## src/rtl/multicycle_ctrl_if.sv

```systemverilog
// Control bundle between the multicycle RV32I controller and its datapath.
// Latency: none, wires only.
// Backpressure: mem_ready is the only handshake; the controller holds its outputs while it is low.
// Ports: op/funct3 from the instruction register, Zero from the ALU, mem_ready from memory;
//        mux selects, ALUOp, ImmSrc, write enables and illegal back to the datapath.
interface multicycle_ctrl_if;
   logic [6:0] op;
   logic [2:0] funct3;
   logic       Zero;
   logic       mem_ready;

   logic [2:0] ImmSrc;
   logic [1:0] ALUSrcA;
   logic [1:0] ALUSrcB;
   logic [1:0] ALUOp;
   logic [1:0] ResultSrc;
   logic       AdrSrc;
   logic       IRWrite;
   logic       PCWrite;
   logic       RegWrite;
   logic       MemWrite;
   logic       illegal;

   // Controller side.
   modport master (
      input  op, funct3, Zero, mem_ready,
      output ImmSrc, ALUSrcA, ALUSrcB, ALUOp, ResultSrc,
             AdrSrc, IRWrite, PCWrite, RegWrite, MemWrite, illegal
   );

   // Datapath side.
   modport slave (
      output op, funct3, Zero, mem_ready,
      input  ImmSrc, ALUSrcA, ALUSrcB, ALUOp, ResultSrc,
             AdrSrc, IRWrite, PCWrite, RegWrite, MemWrite, illegal
   );
endinterface

```

## src/rtl/multicycle_ctrl.sv

```systemverilog
// Control FSM sequencing the shared ALU, memory port and register file of a multicycle RV32I core.
// Latency: 2-5 cycles per instruction plus one per cycle mem_ready is low in FETCH/MEMREAD/MEMWRITE.
// Backpressure: FETCH, MEMREAD and MEMWRITE hold their outputs until mem_ready; other states ignore it.
// Ports: clk, rst_n (async active-low) plus ctrl_bus (master modport) carrying IR fields,
//        ALU zero, memory ready, and all datapath selects/enables.
module multicycle_ctrl (
   input  logic              clk,
   input  logic              rst_n,
   multicycle_ctrl_if.master ctrl_bus
);

   localparam logic [6:0] OP_LW    = 7'b0000011;
   localparam logic [6:0] OP_IALU  = 7'b0010011;
   localparam logic [6:0] OP_AUIPC = 7'b0010111;
   localparam logic [6:0] OP_SW    = 7'b0100011;
   localparam logic [6:0] OP_R     = 7'b0110011;
   localparam logic [6:0] OP_LUI   = 7'b0110111;
   localparam logic [6:0] OP_BR    = 7'b1100011;
   localparam logic [6:0] OP_JALR  = 7'b1100111;
   localparam logic [6:0] OP_JAL   = 7'b1101111;

   typedef enum logic [3:0] {
      S_FETCH, S_DECODE, S_MEMADR, S_MEMREAD, S_MEMWB, S_MEMWRITE,
      S_EXECR, S_EXECI, S_ALUWB, S_BRANCH, S_JAL, S_JALR1, S_JALR2, S_LUI
   } state_t;

   state_t     r_state;
   state_t     w_next_state;

   logic [2:0] w_imm_src;
   logic [1:0] w_alu_src_a;
   logic [1:0] w_alu_src_b;
   logic [1:0] w_alu_op;
   logic [1:0] w_result_src;
   logic       w_adr_src;
   logic       w_ir_write;
   logic       w_pc_write;
   logic       w_reg_write;
   logic       w_mem_write;
   logic       w_illegal;

   always_ff @(posedge clk or negedge rst_n) begin
      if (!rst_n) begin
         r_state <= S_FETCH;
      end else begin
         r_state <= w_next_state;
      end
   end

   // Next state and Moore outputs; only mem_ready (FETCH) and Zero (BRANCH) leak through.
   always_comb begin
      w_next_state = r_state;
      w_alu_src_a  = 2'b00;
      w_alu_src_b  = 2'b00;
      w_alu_op     = 2'b00;
      w_result_src = 2'b00;
      w_adr_src    = 1'b0;
      w_ir_write   = 1'b0;
      w_pc_write   = 1'b0;
      w_reg_write  = 1'b0;
      w_mem_write  = 1'b0;
      w_illegal    = 1'b0;

      case (r_state)
         S_FETCH: begin
            // PC+4 is computed by the ALU and written back through ALUResult.
            w_alu_src_b  = 2'b10;
            w_result_src = 2'b10;
            w_ir_write   = ctrl_bus.mem_ready;
            w_pc_write   = ctrl_bus.mem_ready;
            if (ctrl_bus.mem_ready) begin
               w_next_state = S_DECODE;
            end
         end
         S_DECODE: begin
            // Branch/jal target precomputed into ALUOut while the op is decoded.
            w_alu_src_a = 2'b01;
            w_alu_src_b = 2'b01;
            case (ctrl_bus.op)
               OP_LW, OP_SW: w_next_state = S_MEMADR;
               OP_R:         w_next_state = S_EXECR;
               OP_IALU:      w_next_state = S_EXECI;
               OP_BR:        w_next_state = S_BRANCH;
               OP_JAL:       w_next_state = S_JAL;
               OP_JALR:      w_next_state = S_JALR1;
               OP_LUI:       w_next_state = S_LUI;
               OP_AUIPC:     w_next_state = S_ALUWB;
               default: begin
                  w_illegal    = 1'b1;
                  w_next_state = S_FETCH;
               end
            endcase
         end
         S_MEMADR: begin
            w_alu_src_a  = 2'b10;
            w_alu_src_b  = 2'b01;
            w_next_state = (ctrl_bus.op == OP_SW) ? S_MEMWRITE : S_MEMREAD;
         end
         S_MEMREAD: begin
            w_adr_src = 1'b1;
            if (ctrl_bus.mem_ready) begin
               w_next_state = S_MEMWB;
            end
         end
         S_MEMWB: begin
            w_result_src = 2'b01;
            w_reg_write  = 1'b1;
            w_next_state = S_FETCH;
         end
         S_MEMWRITE: begin
            w_adr_src   = 1'b1;
            w_mem_write = 1'b1;
            if (ctrl_bus.mem_ready) begin
               w_next_state = S_FETCH;
            end
         end
         S_EXECR: begin
            w_alu_src_a  = 2'b10;
            w_alu_op     = 2'b10;
            w_next_state = S_ALUWB;
         end
         S_EXECI: begin
            w_alu_src_a  = 2'b10;
            w_alu_src_b  = 2'b01;
            w_alu_op     = 2'b10;
            w_next_state = S_ALUWB;
         end
         S_ALUWB: begin
            w_reg_write  = 1'b1;
            w_next_state = S_FETCH;
         end
         S_BRANCH: begin
            // Target sits in ALUOut from DECODE; ALU compares rs1-rs2 this cycle.
            w_alu_src_a = 2'b10;
            w_alu_op    = 2'b01;
            case (ctrl_bus.funct3)
               3'b000:  w_pc_write = ctrl_bus.Zero;
               3'b001:  w_pc_write = ~ctrl_bus.Zero;
               default: w_pc_write = 1'b0;
            endcase
            w_next_state = S_FETCH;
         end
         S_JAL: begin
            // PC loads the target from ALUOut while the ALU forms OldPC+4 as the link.
            w_alu_src_a  = 2'b01;
            w_alu_src_b  = 2'b10;
            w_pc_write   = 1'b1;
            w_next_state = S_ALUWB;
         end
         S_JALR1: begin
            w_alu_src_a  = 2'b10;
            w_alu_src_b  = 2'b01;
            w_next_state = S_JALR2;
         end
         S_JALR2: begin
            w_alu_src_a  = 2'b01;
            w_alu_src_b  = 2'b10;
            w_pc_write   = 1'b1;
            w_next_state = S_ALUWB;
         end
         S_LUI: begin
            // 0 + U-immediate through the adder.
            w_alu_src_a  = 2'b11;
            w_alu_src_b  = 2'b01;
            w_next_state = S_ALUWB;
         end
         default: begin
            w_next_state = S_FETCH;
         end
      endcase
   end

   // Extender select follows the opcode everywhere except FETCH, where IR is still loading.
   always_comb begin
      w_imm_src = 3'b000;
      if (r_state != S_FETCH) begin
         case (ctrl_bus.op)
            OP_IALU:          w_imm_src = (ctrl_bus.funct3[1:0] == 2'b01) ? 3'b101 : 3'b000;
            OP_SW:            w_imm_src = 3'b001;
            OP_BR:            w_imm_src = 3'b010;
            OP_LUI, OP_AUIPC: w_imm_src = 3'b011;
            OP_JAL:           w_imm_src = 3'b100;
            default:          w_imm_src = 3'b000;
         endcase
      end
   end

   assign ctrl_bus.ImmSrc    = w_imm_src;
   assign ctrl_bus.ALUSrcA   = w_alu_src_a;
   assign ctrl_bus.ALUSrcB   = w_alu_src_b;
   assign ctrl_bus.ALUOp     = w_alu_op;
   assign ctrl_bus.ResultSrc = w_result_src;
   assign ctrl_bus.AdrSrc    = w_adr_src;

   // FETCH passes mem_ready straight through, so the enables are masked by reset
   // directly rather than relying on the state register alone.
   assign ctrl_bus.IRWrite   = rst_n & w_ir_write;
   assign ctrl_bus.PCWrite   = rst_n & w_pc_write;
   assign ctrl_bus.RegWrite  = rst_n & w_reg_write;
   assign ctrl_bus.MemWrite  = rst_n & w_mem_write;
   assign ctrl_bus.illegal   = rst_n & w_illegal;

endmodule

```

## src/flat_wrapper.sv

```systemverilog
// flat-port wrapper written by rule: the top's interface ports become plain ports
module multicycle_ctrl_flat 
  (clk, rst_n, ctrl_bus_op, ctrl_bus_funct3, ctrl_bus_Zero, ctrl_bus_mem_ready, ctrl_bus_ImmSrc, ctrl_bus_ALUSrcA, ctrl_bus_ALUSrcB, ctrl_bus_ALUOp, ctrl_bus_ResultSrc, ctrl_bus_AdrSrc, ctrl_bus_IRWrite, ctrl_bus_PCWrite, ctrl_bus_RegWrite, ctrl_bus_MemWrite, ctrl_bus_illegal);
  multicycle_ctrl_if ctrl_bus_i ();
  input  logic clk;
  input  logic rst_n;
  input wire logic [$bits(ctrl_bus_i.op)-1:0] ctrl_bus_op;
  input wire logic [$bits(ctrl_bus_i.funct3)-1:0] ctrl_bus_funct3;
  input wire logic [$bits(ctrl_bus_i.Zero)-1:0] ctrl_bus_Zero;
  input wire logic [$bits(ctrl_bus_i.mem_ready)-1:0] ctrl_bus_mem_ready;
  output wire logic [$bits(ctrl_bus_i.ImmSrc)-1:0] ctrl_bus_ImmSrc;
  output wire logic [$bits(ctrl_bus_i.ALUSrcA)-1:0] ctrl_bus_ALUSrcA;
  output wire logic [$bits(ctrl_bus_i.ALUSrcB)-1:0] ctrl_bus_ALUSrcB;
  output wire logic [$bits(ctrl_bus_i.ALUOp)-1:0] ctrl_bus_ALUOp;
  output wire logic [$bits(ctrl_bus_i.ResultSrc)-1:0] ctrl_bus_ResultSrc;
  output wire logic [$bits(ctrl_bus_i.AdrSrc)-1:0] ctrl_bus_AdrSrc;
  output wire logic [$bits(ctrl_bus_i.IRWrite)-1:0] ctrl_bus_IRWrite;
  output wire logic [$bits(ctrl_bus_i.PCWrite)-1:0] ctrl_bus_PCWrite;
  output wire logic [$bits(ctrl_bus_i.RegWrite)-1:0] ctrl_bus_RegWrite;
  output wire logic [$bits(ctrl_bus_i.MemWrite)-1:0] ctrl_bus_MemWrite;
  output wire logic [$bits(ctrl_bus_i.illegal)-1:0] ctrl_bus_illegal;
  assign ctrl_bus_i.op = ctrl_bus_op;
  assign ctrl_bus_i.funct3 = ctrl_bus_funct3;
  assign ctrl_bus_i.Zero = ctrl_bus_Zero;
  assign ctrl_bus_i.mem_ready = ctrl_bus_mem_ready;
  assign ctrl_bus_ImmSrc = ctrl_bus_i.ImmSrc;
  assign ctrl_bus_ALUSrcA = ctrl_bus_i.ALUSrcA;
  assign ctrl_bus_ALUSrcB = ctrl_bus_i.ALUSrcB;
  assign ctrl_bus_ALUOp = ctrl_bus_i.ALUOp;
  assign ctrl_bus_ResultSrc = ctrl_bus_i.ResultSrc;
  assign ctrl_bus_AdrSrc = ctrl_bus_i.AdrSrc;
  assign ctrl_bus_IRWrite = ctrl_bus_i.IRWrite;
  assign ctrl_bus_PCWrite = ctrl_bus_i.PCWrite;
  assign ctrl_bus_RegWrite = ctrl_bus_i.RegWrite;
  assign ctrl_bus_MemWrite = ctrl_bus_i.MemWrite;
  assign ctrl_bus_illegal = ctrl_bus_i.illegal;
  multicycle_ctrl u_core (.clk(clk), .rst_n(rst_n), .ctrl_bus(ctrl_bus_i));
endmodule
```

## config.mk

```make
export PLATFORM = sky130hd
export DESIGN_NAME = multicycle_ctrl_flat
export DESIGN_NICKNAME = d
export VERILOG_FILES = /design/src/rtl/multicycle_ctrl_if.sv /design/src/rtl/multicycle_ctrl.sv /design/src/flat_wrapper.sv
export SDC_FILE = /design/constraint.sdc
export NUM_CORES = 1
export LEC_CHECK = 0
export BUFFER_PORTS_ARGS = -buffer_cell sky130_fd_sc_hd__buf_2
export CELL_PAD_IN_SITES_DETAIL_PLACEMENT = 2
export CELL_PAD_IN_SITES_GLOBAL_PLACEMENT = 2
export CORE_AREA = 2 2 55 70
export DETAILED_ROUTE_END_ITERATION = 8
export DIE_AREA = 0 0 57 72
export PLACE_DENSITY_LB_ADDON = 0.1
export SKIP_CTS_REPAIR_TIMING = 1
export SLEW_MARGIN = 20
export SYNTH_ARGS = -nofsm -noshare
export SYNTH_HDL_FRONTEND = slang
export SYNTH_SLANG_ARGS = --single-unit
```

## constraint.sdc

```tcl
create_clock -name clk -period 1.65 [get_ports clk]
set_input_delay 0.33 -clock clk [delete_from_list [all_inputs] [get_ports clk]]
set_output_delay 0.33 -clock clk [all_outputs]
set_load 0.05 [all_outputs]
```

**Yosys cells after proc, flatten, opt, wreduce, memory -nomap -nowiden**

Index checks and enable logic that the tools add are counted.

- RAM bits: 0
- ROM bits: 0
- Register bits: 4
- Input bits: 14
- Output and inout bits: 17
- Memories: 0
- Logic and storage cells: 71
- Latch bits: 0

- $lt $le $gt $ge: 0
- Reduce and logical (&&, ||, !) cells: 16
- Div/mod/pow operators: 0
- $add $sub $neg: 0
- Eq/ne operators: 27
- Shift-type cells: 0
- Bitwise operators: 6
- Multipliers: 0
- Muxes and demuxes: 21

Operator list:

| cell | number |
|---|---|
| $pmux W4 S8 | 1 |
| $pmux W4 S7 | 1 |
| $eq A4 B4 Y1 const B | 6 |
| $eq A7 B6 Y1 const B | 3 |
| $eq A7 B7 Y1 const B | 3 |
| $eq A4 B3 Y1 const B | 4 |
| $pmux W3 S5 | 1 |
| $reduce_or A5 Y1 | 3 |
| $eq A7 B5 Y1 const B | 2 |
| $mux W4 | 3 |
| $pmux W2 S2 | 3 |
| $reduce_or A2 Y1 | 6 |
| $mux W3 | 3 |
| $reduce_or A9 Y1 | 1 |
| $eq A4 B2 Y1 const B | 2 |
| $eq A7 B2 Y1 const B | 1 |
| $mux W1 | 6 |
| $ne A2 B2 Y1 const B | 3 |
| $pmux W2 S3 | 1 |
| $reduce_or A3 Y1 | 2 |
| $and A1 B1 Y1 | 5 |
| $eq A4 B1 Y1 const B | 1 |
| $logic_not A4 Y1 | 1 |
| $reduce_bool A4 Y1 | 1 |
| other kinds (7) | 7 |

**Logic depth before layout (Yosys ltp)**

- Word-level depth: 5
- Depth in mapped cells: 5
- Mapped depth without buffers: 4

**Worst setup path after synthesis**

Ideal clock, no wire load.

- Path kind: register to output
- From: reg u_core.r_state[0]
- To: out ctrl_bus_ImmSrc[1]
- Arrival time: 3.471 ns
- Slack: -2.151 ns
- Required time: 1.320 ns
- Buffers on the path: 1
- Stages on the path, launching flop included: 4
- Cell sequence: dfrtp_1 -> clkbuf_1 -> nor3_1 -> a2111oi_0

- Word-level cells in the longest chain between the ends: 2

Ends and longest elaborated chain:

| what | line | text |
|---|---|---|
| start, declared | multicycle_ctrl.sv:27 | `state_t r_state;` |
| start signal, assigned | multicycle_ctrl.sv:46 | `r_state <= w_next_state;` |
| $reduce_bool A4 Y1 | multicycle_ctrl.sv:176 | `if (r_state != S_FETCH) begin` |
| $mux W3 | multicycle_ctrl.sv:176 |  |
| end, declared | flat_wrapper.sv:11 | `output wire logic [$bits(ctrl_bus_i.ImmSrc)-1:0] ctrl_bus_ImmSrc;` |

No other way between the ends.

**Worst setup path in the final report**

- From: in ctrl_bus_op[6]
- To: out ctrl_bus_ImmSrc[2]

- Word-level cells in the longest chain between the ends: 4
- Elaborated cells on any way between the ends: 9
- Classes of those cells: eq/ne (6); mux (2); reduce/logical (1)

Ends and longest elaborated chain:

| what | line | text |
|---|---|---|
| start, declared | flat_wrapper.sv:7 | `input wire logic [$bits(ctrl_bus_i.op)-1:0] ctrl_bus_op;` |
| $eq A7 B6 Y1 / $eq A7 B5 Y1 (equally long branches) | multicycle_ctrl.sv:177 | `case (ctrl_bus.op)` |
| $reduce_or A2 Y1 | multicycle_ctrl.sv:177 |  |
| $pmux W3 S5 (*) | multicycle_ctrl.sv:177 |  |
| $mux W3 (*) | multicycle_ctrl.sv:176 |  |

Mark *: on every way between the ends. The rest lies on a longest branch, timed or not.

==> results.tsv <==
metric	value	unit
hold_end	u_core.r_state[0]	
final_nets	194	
drt_iter0_drc	17	
die_w	57	um
grt_pass1_wl	6072	um
setup_slack	-0.3479	ns
cp.required	1.32	ns
p_int	0.7411	mW
skew	0.0008321	ns
ys_seq_area_share	14.26	%
postRouteAntennaNets	0	
cp_cell_sequence	buf_6 > or3b_4 > or4_4 > a211oi_4 > buf_6	
finalSetupViolations	15	
outcome	finished, violations left	
fin_crit_sh	121.1	%
path_max_fanout	2	
cts_tree	yes	
swShare	46.31	%
clock-sinks	4	
drive_gt1_share	66.29	%
ir_drop	0.0004689	V
grt_setup_unrepaired	true	
power_frac_clock	15.9	%
max_stage_delay	0.44	ns
syn_nets	118	
p_switching	0.6394	mW
syn_area	701.9	um^2
async_flop_share	100.0	%
fillers	363	
seq_power_share	9.9	%
ioPinCount	31	
place.gp.congestion	0.7772	
fin_crit	1.998	ns
relSlewSlack	72.99	%
vias	1145	
cts_buffers	3	
core_area	0.003423	mm^2
dp_hpwl	2933	um
fmax	500.5	MHz
start_util	20.50	%
hold_start	ctrl_bus_op[3]	
dr.pass1.iters	4	
violations	setup timing	
postSynthCellCount	104	
hold_violations	0	
reg2regPathDepth	5	
clk_path_buf_depth	2	
grt_pass1_vias	1210	
synth_commonest_cells	nand2_1, nor2_1, a21oi_1, inv_1, nor3_1	
drcViolationCount	0	
cts-root-buf	clkbuf_8	
ys_ff_latch	4	
yosys.cell_count.top_type	nand2_1	
yosys_warnings	0	
r2r-start	u_core.r_state[2]	
pwr_density_cell	790.9	mW/mm^2
synth-main-ff-cell	dfrtp_1	
vias_per_cell	5.276	
tightest_slew	0.4041	ns
synth_top_area_cell	dfrtp_1	
antenna_found_initial	0	
slew_violations	0	
diodes	0	
grtUsageTotal	18.95	%
ys_top_cells_by_area	dfrtp_1, nand2_1, a21oi_1	
wire_per_inst	20.03	um
synth_edf_count	0	
synth_top_area_share	14.26	%
synth.avg_cell_area	6.749	um^2
synth.distinct_cells	43	
insertion_delay	0.22	ns
regMostFlops	u_core.r_state	
crit_top_cell	buf_6	
die_y	72	um
rrSetupSlack	0.05	ns
area_growth	148.7	%
globalRouteOverflowTotal	0	
cpMaxStageDelayCell	or4_4	
core.rowCount	24	
path_clk_slew	0.03	ns
p_comb_share	74.2	%
htreeDepth	1	
p_total	1.381	mW
arrival	1.67	ns
io_buffers	30	
post-place-ws	-0.4559	ns
top_regs	u_core.r_state: 4 flops	
die_area	0.004104	mm^2
hold_class	input port to flip-flop	
crit_path_start_kind	input port	
grt_max_degree	13	
largest_reg_flops	4	
wl	4347	um
power_leakage	0.7514	nW
cap_violations	0	
critPathCaptureType	primary output	
crit_type	input port to primary output	
r2r-end	u_core.r_state[3]	
min_path_cells	3	
-- cells in the final DEF (no fill, tap or decap), drive strengths merged, types with 2 or more instances in the layout --
cell | Yosys | routed
xnor2 | 3 | 3
inv | 7 | 7
or2 | 2 | 2
dfrtp | 4 | 4
a211oi | 2 | 2
clkbuf | 5 | 3
nand2b | 5 | 5
a21oi | 7 | 7
buf | 1 | 76
and3 | 4 | 4
nor3 | 6 | 6
a2111oi | 2 | 2
nor2b | 2 | 2
nor2 | 8 | 8
nand2 | 10 | 10
nor3b | 2 | 2
or3b | 2 | 2
a2bb2oi | 2 | 2
a21boi | 2 | 2
nand3 | 4 | 4
and3b | 2 | 2
o21ai | 4 | 4
-- worst max-delay path: cells and delay by family --
kind	cells	cell delay (ns)
AND/OR/NAND/NOR	2	0.82
buffers and inverters	2	0.29
AO/OA/AOI/OAI	1	0.23
-- logic make-up (layout without fill, tap and decap cells) --
| kind of cell | count (synthesis) | in the layout | share of synthesized area [%] |
|---|---|---|---|
| compound gates | 29 | 29 | 29.95 |
| xor+xnor | 3 | 3 | 3.744 |
| buf+inv | 13 | 87 | 6.952 |
| mux | 2 | 2 | 3.030 |
| flops | 4 | 4 | 14.26 |
| simple gates | 53 | 53 | 42.07 |
-- how the worst max path moves through the flow --
| stage | from | endpoint | slack [ns] | depth (start not counted) |
|---|---|---|---|---|
| CTS | u_core.r_state[3] | ctrl_bus_PCWrite | -0.51 | 5 |
| global route | ctrl_bus_op[6] | ctrl_bus_ImmSrc[2] | -0.37 | 5 |
| finish | ctrl_bus_op[6] | ctrl_bus_ImmSrc[2] | -0.35 | 5 |
| detailed placement | ctrl_bus_op[6] | ctrl_bus_ImmSrc[2] | -0.46 | 5 |
| floorplan | u_core.r_state[2] | ctrl_bus_IRWrite | -0.47 | 3 |
| global placement | ctrl_bus_op[6] | ctrl_bus_ImmSrc[2] | -0.41 | 5 |
-- power groups by stage --
stage	Clock, mW	Combinational [mW]	Sequential [mW]
5_1_grt	0.226	1.08	0.138
3_3_place_gp	0	0.733	0.144
3_5_place_dp	0	0.754	0.145
4_1_cts	0.216	0.759	0.144
2_1_floorplan	0	0.490	0.121
6_report	0.219	1.02	0.137
-- layout make-up --
type	instances	area, um^2	share of cell area, %
Timing Repair Buffer	77	708.2	40.57
Inverter	7	28.78	1.649
Tap cell	39	48.80	2.796
Clock buffer	3	41.29	2.366
Sequential cell	4	102.6	5.878
Multi-Input combinational cell	87	815.8	46.74
-- per-stage QoR --
step / hold WS [ns] / TNS (ns) / instance area, um^2 / util, % / cells
floorplan: 0.03441 / -2.008 / 837.1 / - / 104
global placement: 0.1774 / -2.079 / 1265 / 36.95 / 203
detailed placement: 0.1843 / -2.479 / 1265 / 36.95 / 203
CTS: -0.04752 / -5.643 / 1306 / 38.16 / 206
global route: 0.4878 / -3.755 / 1745 / 50.99 / 217
finish: 0.4779 / -2.869 / 1745 / 50.99 / 217
-- metal layers --
layer	vias up	part of all wire [%]	track usage [%]
met5	-	0	0
met4	0	1.8	5.426
met3	10	3.2	1.426
met2	30	59	37.68
met1	570	36	20.98
li1	535	-	-
(Power assumes the default switching activity.)
